[src/rtl/alu_issuer_pkg.sv]
// Shared definitions for the ALU command issuer: FSM states, ALU unit-select codes,
// default response timeout and optional statistics counter widths.
package alu_issuer_pkg;

  localparam int unsigned DEFAULT_TIMEOUT = 7;
  localparam int unsigned FUN_W           = 4;
  localparam int unsigned OP_CNT_W        = 16;
  localparam int unsigned TO_CNT_W        = 8;

  typedef enum logic [1:0] {
    IDLE  = 2'd0,
    ISSUE = 2'd1,
    WAIT  = 2'd2,
    DONE  = 2'd3
  } state_e;

  typedef enum logic [1:0] {
    UNIT_ARITH = 2'b00,
    UNIT_LOGIC = 2'b01,
    UNIT_CMP   = 2'b10,
    UNIT_SHIFT = 2'b11
  } unit_e;

endpackage

[src/rtl/alu_cmd_issuer_timer.sv]
// issue_timer: loadable down-counter used to bound the wait for an ALU response.
// Width is sized so that TIMEOUT itself fits; the counter stops at zero.
module issue_timer #(
  parameter int unsigned TIMEOUT = alu_issuer_pkg::DEFAULT_TIMEOUT
) (
  input  logic clk,
  input  logic rst,
  input  logic load,
  input  logic dec,
  output logic zero_c
);

  localparam int unsigned CNT_W = $clog2(TIMEOUT + 1);

  logic [CNT_W-1:0] count_q;
  logic [CNT_W-1:0] count_d;

  // Next count: load has priority, decrement never wraps below zero
  always_comb begin
    count_d = count_q;
    if (load) begin
      count_d = CNT_W'(TIMEOUT);
    end else if (dec && (count_q != '0)) begin
      count_d = count_q - CNT_W'(1);
    end
  end

  // Count register
  always_ff @(posedge clk) begin
    if (rst) begin
      count_q <= '0;
    end else begin
      count_q <= count_d;
    end
  end

  assign zero_c = (count_q == '0);

endmodule

[src/rtl/alu_cmd_issuer.sv]
// alu_cmd_issuer: accepts one ALU command at a time, issues it with a single-cycle
// enable, waits (bounded by TIMEOUT) for the ALU result and hands it downstream.
// Optional macro ALU_ISSUER_STATS_EN adds op_count and timeout_count outputs.
module alu_cmd_issuer
  import alu_issuer_pkg::*;
#(
  parameter int unsigned WIDTH     = 4,
  parameter int unsigned RES_WIDTH = 8,
  parameter int unsigned TIMEOUT   = DEFAULT_TIMEOUT
) (
  input  logic                 CLK,
  input  logic                 RST,
  input  logic                 cmd_valid,
  output logic                 cmd_ready,
  input  logic [WIDTH-1:0]     cmd_a,
  input  logic [WIDTH-1:0]     cmd_b,
  input  logic [FUN_W-1:0]     cmd_fun,
  output logic [WIDTH-1:0]     alu_a,
  output logic [WIDTH-1:0]     alu_b,
  output logic [FUN_W-1:0]     alu_fun,
  output logic                 alu_en,
  input  logic [RES_WIDTH-1:0] alu_res,
  input  logic                 alu_res_valid,
  output logic                 res_valid,
  input  logic                 res_ready,
  output logic [RES_WIDTH-1:0] res_data,
  output logic                 res_err,
`ifdef ALU_ISSUER_STATS_EN
  output logic [OP_CNT_W-1:0]  op_count,
  output logic [TO_CNT_W-1:0]  timeout_count,
`endif
  output logic                 busy
);

  state_e               state_q, state_d;
  logic [WIDTH-1:0]     alu_a_q, alu_a_d;
  logic [WIDTH-1:0]     alu_b_q, alu_b_d;
  logic [FUN_W-1:0]     alu_fun_q, alu_fun_d;
  logic                 alu_en_q, alu_en_d;
  logic                 cmd_ready_q, cmd_ready_d;
  logic                 res_valid_q, res_valid_d;
  logic [RES_WIDTH-1:0] res_data_q, res_data_d;
  logic                 res_err_q, res_err_d;
  logic                 busy_q, busy_d;
  logic                 t_load_c, t_dec_c, t_zero_c;

  issue_timer #(
    .TIMEOUT (TIMEOUT)
  ) u_timer (
    .clk    (CLK),
    .rst    (RST),
    .load   (t_load_c),
    .dec    (t_dec_c),
    .zero_c (t_zero_c)
  );

  // Next state, operand/result capture; status outputs follow the next state so they are registered
  always_comb begin
    state_d    = state_q;
    alu_a_d    = alu_a_q;
    alu_b_d    = alu_b_q;
    alu_fun_d  = alu_fun_q;
    res_data_d = res_data_q;
    res_err_d  = res_err_q;
    t_load_c   = 1'b0;
    t_dec_c    = 1'b0;

    unique case (state_q)
      IDLE: begin
        if (cmd_valid) begin
          alu_a_d   = cmd_a;
          alu_b_d   = cmd_b;
          alu_fun_d = cmd_fun;
          state_d   = ISSUE;
        end
      end
      ISSUE: begin
        t_load_c = 1'b1;
        state_d  = WAIT;
      end
      WAIT: begin
        if (alu_res_valid) begin
          res_data_d = alu_res;
          res_err_d  = 1'b0;
          state_d    = DONE;
        end else if (t_zero_c) begin
          res_data_d = '0;
          res_err_d  = 1'b1;
          state_d    = DONE;
        end else begin
          t_dec_c = 1'b1;
        end
      end
      DONE: begin
        if (res_ready) begin
          state_d = IDLE;
        end
      end
      default: state_d = IDLE;
    endcase

    cmd_ready_d = (state_d == IDLE);
    alu_en_d    = (state_d == ISSUE);
    res_valid_d = (state_d == DONE);
    busy_d      = (state_d != IDLE);
  end

  // State and output registers
  always_ff @(posedge CLK) begin
    if (RST) begin
      state_q     <= IDLE;
      alu_a_q     <= '0;
      alu_b_q     <= '0;
      alu_fun_q   <= '0;
      alu_en_q    <= 1'b0;
      cmd_ready_q <= 1'b1;
      res_valid_q <= 1'b0;
      res_data_q  <= '0;
      res_err_q   <= 1'b0;
      busy_q      <= 1'b0;
    end else begin
      state_q     <= state_d;
      alu_a_q     <= alu_a_d;
      alu_b_q     <= alu_b_d;
      alu_fun_q   <= alu_fun_d;
      alu_en_q    <= alu_en_d;
      cmd_ready_q <= cmd_ready_d;
      res_valid_q <= res_valid_d;
      res_data_q  <= res_data_d;
      res_err_q   <= res_err_d;
      busy_q      <= busy_d;
    end
  end

  assign cmd_ready = cmd_ready_q;
  assign alu_a     = alu_a_q;
  assign alu_b     = alu_b_q;
  assign alu_fun   = alu_fun_q;
  assign alu_en    = alu_en_q;
  assign res_valid = res_valid_q;
  assign res_data  = res_data_q;
  assign res_err   = res_err_q;
  assign busy      = busy_q;

`ifdef ALU_ISSUER_STATS_EN
  logic [OP_CNT_W-1:0] op_count_q, op_count_d;
  logic [TO_CNT_W-1:0] timeout_count_q, timeout_count_d;

  // Completed handshakes (wrapping) and timeouts (saturating)
  always_comb begin
    op_count_d      = op_count_q;
    timeout_count_d = timeout_count_q;
    if ((state_q == DONE) && res_ready) begin
      op_count_d = op_count_q + OP_CNT_W'(1);
    end
    if ((state_q == WAIT) && !alu_res_valid && t_zero_c && (timeout_count_q != '1)) begin
      timeout_count_d = timeout_count_q + TO_CNT_W'(1);
    end
  end

  // Statistics registers
  always_ff @(posedge CLK) begin
    if (RST) begin
      op_count_q      <= '0;
      timeout_count_q <= '0;
    end else begin
      op_count_q      <= op_count_d;
      timeout_count_q <= timeout_count_d;
    end
  end

  assign op_count      = op_count_q;
  assign timeout_count = timeout_count_q;
`endif

endmodule

[config.mk]
export PLATFORM = sky130hd
export DESIGN_NAME = alu_cmd_issuer
export DESIGN_NICKNAME = d
export VERILOG_FILES = /design/src/rtl/alu_issuer_pkg.sv /design/src/rtl/alu_cmd_issuer_timer.sv /design/src/rtl/alu_cmd_issuer.sv
export SDC_FILE = /design/constraint.sdc
export NUM_CORES = 1
export LEC_CHECK = 0
export CORE_MARGIN = 2
export CORE_UTILIZATION = 30
export CTS_BUF_LIST = sky130_fd_sc_hd__clkbuf_8
export DETAILED_ROUTE_END_ITERATION = 10
export SYNTH_ARGS = -nofsm -noshare
export SYNTH_HDL_FRONTEND = slang
export SYNTH_SLANG_ARGS = --single-unit
[constraint.sdc]
create_clock -name CLK -period 1.8 [get_ports CLK]
set_input_delay 0.18 -clock CLK [delete_from_list [all_inputs] [get_ports CLK]]
set_output_delay 0.18 -clock CLK [all_outputs]
set_load 0.02 [all_outputs]
==> impl_metrics.yaml <==
finish:
  post_route_cells_drive_above_1_share_pct: 7.47
  final_core_utilization_pct: 46.3
  fin_area_um2: 1830
  area_growth_pct: 51.3
  diodes: 0
  n_fill_cell: 362
  finalNetCount: 200
clock_network:
  clock_transition_at_the_registers_of_the_reported_paths_ns: 0.06
  cts_root_buffer: "sky130_fd_sc_hd__clkbuf_8"
  h-tree-depth: 2
  cts-resized-gates: 0
  clock_sinks: 30
  clock_path_buffers: 2
  clock_latency_of_the_later_clocked_register_in_the_worst_skew_pair_ns: 0.28
  ctsHoldBuffers: 0
  post_cts.repair.setup_buffers: 0
  tritoncts_clock_tree: "yes"
  numCtsBuffers: 5
drt:
  total_wire_length_um: 2990
  route.antenna.remaining_nets: 0
  drt_iter0_drc: 45
  firstDrtPassIters: 4
  routed_via_density: 4.75
  detail_route.drc_violations: 0
  drt-wirelength-per-cell_um: 13.3
  vias: 1064
floorplanning:
  dieArea_um2: 4540
  placementRows: 23
  initial_utilization_pct: 30.6
  core_um2: 3940
  number_of_top_level_pins: 50
  die_w_um: 67.4
  die_y_um: 67.4
sta:
  fin_worst_skew_ns: 0.00566
  rsz0062_at_grt: "false"
  worst_slew_margin_rel_pct: 68.4
  hold_viol: 0
  timing.fmax_mhz: 678
  fin_crit_ns: 1.48
  setup_violations: 0
  worst_setup_slack_final_ns: 0.325
  tightest_slew_ns: 0.473
  totalNegativeSetupSlack_ns: 0
  final.hold.worst_slack_ns: 0.484
  final_slew_violations: 0
  period_share_pct: 81.9
setup_path:
  timing.reg2reg.setup_slack_ns: 0.32
  worstSetupEndpointType: "flip-flop"
  timing.critical_path.from_type: "flip-flop"
  critical_path_required_ns: 1.98
  cp_cell_sequence: "inv_1 -> ha_1 -> nor2b_1 -> a32o_1 -> a221oi_1"
  critical_path.endpoint: "u_timer.count_q[1]"
  timing.rr.end: "u_timer.count_q[1]"
  timing.critical_path.arrival_ns: 1.66
  crit_path_max_fanout: 3
  worst_setup_path_startpoint: "u_timer.count_q[0]"
  reg2regPathDepth: 5
  critical_path.slowest_cell: "sky130_fd_sc_hd__dfxtp_1"
  critical-path-max-stage-delay_ns: 0.35
  criticalPathCategory: "reg -> reg"
  worstReg2RegStart: "u_timer.count_q[0]"
run:
  cap_viol_max_count: 0
global_routing:
  grt_pass1_vias: 1051
  grt_antenna_before_repair: 0
  grt_overflow_total: 0
  groute.usage.overall_pct: 14.2
  grt_start_max_net_pins: 17
  grt_first_pass_wirelength_um: 4670
worst_hold_path:
  hold_class: "reg -> reg"
placement:
  gp_routability_congestion: 0.701
  portBuffers: 49
  postPlaceCellArea_um2: 1730
  preCtsSetupSlack_ns: 0.212
  detailedPlacementHpwl_um: 2140
power_and_ir_drop:
  power.static_leakage_nw: 0.693
  power.density_cell_area_nw_per_um2: 933
  ir_drop_mv: 0.366
synthesis:
  synth_async_sr_flop_share_pct: 0
  yosysUniqueCellTypes: 27
  synth_top_cell_area_share_pct: 49.8
  avgSynthCellArea_um2: 9.73
  synth.area.top_cells: "sky130_fd_sc_hd__dfxtp_1 50%, sky130_fd_sc_hd__mux2i_1 10%, sky130_fd_sc_hd__nor2_1 5.3%, sky130_fd_sc_hd__a22oi_1 5.0%, sky130_fd_sc_hd__a21oi_1 4.1%"
  syn_inst: 124
  postSynthRegisterBits: 30
  synthMostInstantiatedCell: "sky130_fd_sc_hd__dfxtp_1"
  synthTopCellsByCount: "30 x sky130_fd_sc_hd__dfxtp_1, 17 x sky130_fd_sc_hd__nor2_1, 12 x sky130_fd_sc_hd__mux2i_1, 10 x sky130_fd_sc_hd__a21oi_1"
  netlist_area_um2: 1210
  yosys_warnings: 0
  number_of_synthesized_flops_with_an_enable_pin: 0
  synth-main-ff-cell: "sky130_fd_sc_hd__dfxtp_1"
  yosysTopAreaCell: "sky130_fd_sc_hd__dfxtp_1"
  yosysSeqAreaShare_pct: 49.8
  synthesis.nets: 151
run_status:
  outcome: "finished, final reports clean"
==> per-stage QoR <==
step,total power [mW],cells
finish,1.70,224
global placement,1.16,216
detailed placement,1.18,216
floorplan,0.999,124
CTS,1.73,224
global route,1.80,224
==> layer usage <==
metal / GRT usage [%] / share of wire (%) / up-vias
li1: - / - / 537
met1: 16.8 / 42 / 482
met2: 22.6 / 49 / 40
met3: 6.50 / 7.7 / 5
met4: 4.59 / 1.4 / 0
met5: 0 / 0 / -
==> cells in the final DEF, fill, tap and decap left out <==
| cell | instances |
|---|---|
| sky130_fd_sc_hd__o21ai_0 | 2 |
| sky130_fd_sc_hd__nor2_1 | 17 |
| sky130_fd_sc_hd__a22oi_1 | 8 |
| sky130_fd_sc_hd__clkbuf_8 | 6 |
| sky130_fd_sc_hd__a31oi_1 | 3 |
| sky130_fd_sc_hd__buf_4 | 2 |
| sky130_fd_sc_hd__mux2i_1 | 12 |
| sky130_fd_sc_hd__a221oi_1 | 2 |
| sky130_fd_sc_hd__nand3_1 | 8 |
| sky130_fd_sc_hd__nand2b_1 | 2 |
| sky130_fd_sc_hd__nand2b_4 | 1 |
| sky130_fd_sc_hd__o31ai_1 | 1 |
| sky130_fd_sc_hd__buf_12 | 1 |
| sky130_fd_sc_hd__a31o_2 | 1 |
| sky130_fd_sc_hd__nor2b_1 | 3 |
| sky130_fd_sc_hd__dfxtp_1 | 30 |
| sky130_fd_sc_hd__and3b_1 | 1 |
| sky130_fd_sc_hd__inv_1 | 6 |
| sky130_fd_sc_hd__a32o_1 | 1 |
| sky130_fd_sc_hd__nor3b_2 | 1 |
| sky130_fd_sc_hd__o21a_1 | 1 |
| sky130_fd_sc_hd__clkinv_2 | 1 |
| sky130_fd_sc_hd__or4_1 | 1 |
| sky130_fd_sc_hd__clkdlybuf4s50_1 | 49 |
| sky130_fd_sc_hd__a21oi_1 | 10 |
| sky130_fd_sc_hd__nand2_1 | 1 |
| sky130_fd_sc_hd__a221o_1 | 1 |
| sky130_fd_sc_hd__ha_1 | 2 |
==> flip-flops by register name (all words and copies together) (netlist names) <==
register         flops
busy                 1
alu_en               1
alu_a                4
alu_b                4
res_data             8
res_err              1
state_q              2
alu_fun              4
res_valid            1
cmd_ready            1
u_timer.count_q      3
==> layout make-up <==
class	instances	area [um2]	area share, %
Timing Repair Buffer	52	526	28.8
Tap cell	50	62.6	3.43
Clock buffer	6	82.6	4.52
Multi-Input combinational cell	79	527	28.9
Clock inverter	2	8.76	0.480
Sequential cell	30	601	32.9
Inverter	5	18.8	1.03
==> cells by family (layout without fill, tap and decap cells) <==
family | Yosys count | count (layout) | share of synthesized area, %
adder cells (fa/ha/maj) | 2 | 2 | 2.07
flip-flops | 30 | 30 | 49.8
buffers and inverters | 15 | 65 | 6.53
multiplexers | 12 | 12 | 9.96
AO/OA/AOI/OAI | 30 | 30 | 16.6
AND/OR/NAND/NOR | 35 | 35 | 15.0
==> power by group <==
part	internal (mW)	switching (mW)
Combinational	0.206	0.192
Sequential	0.719	0.0425
Clock	0.302	0.242
Total	1.23	0.477
==> critical path: cells and delay by family, from the launching register on <==
family          cells  cell delay [ns]
flops               1             0.35
compound gates      2             0.53
simple gates        1             0.14
fa+ha+maj           1             0.28
buf+inv             1             0.08
==> worst min-delay path by stage <==
stage | end | cells past startpoint | slack, ns | startpoint
global placement | res_err | 1 | 0.45 | res_err
CTS | res_data[7] | 2 | 0.49 | res_data[7]
detailed placement | res_err | 1 | 0.47 | res_err
global route | res_data[7] | 2 | 0.51 | res_data[7]
finish | res_err | 1 | 0.48 | res_err
floorplan | cmd_ready | 1 | 0.29 | cmd_valid
(Power assumes the default switching activity.)
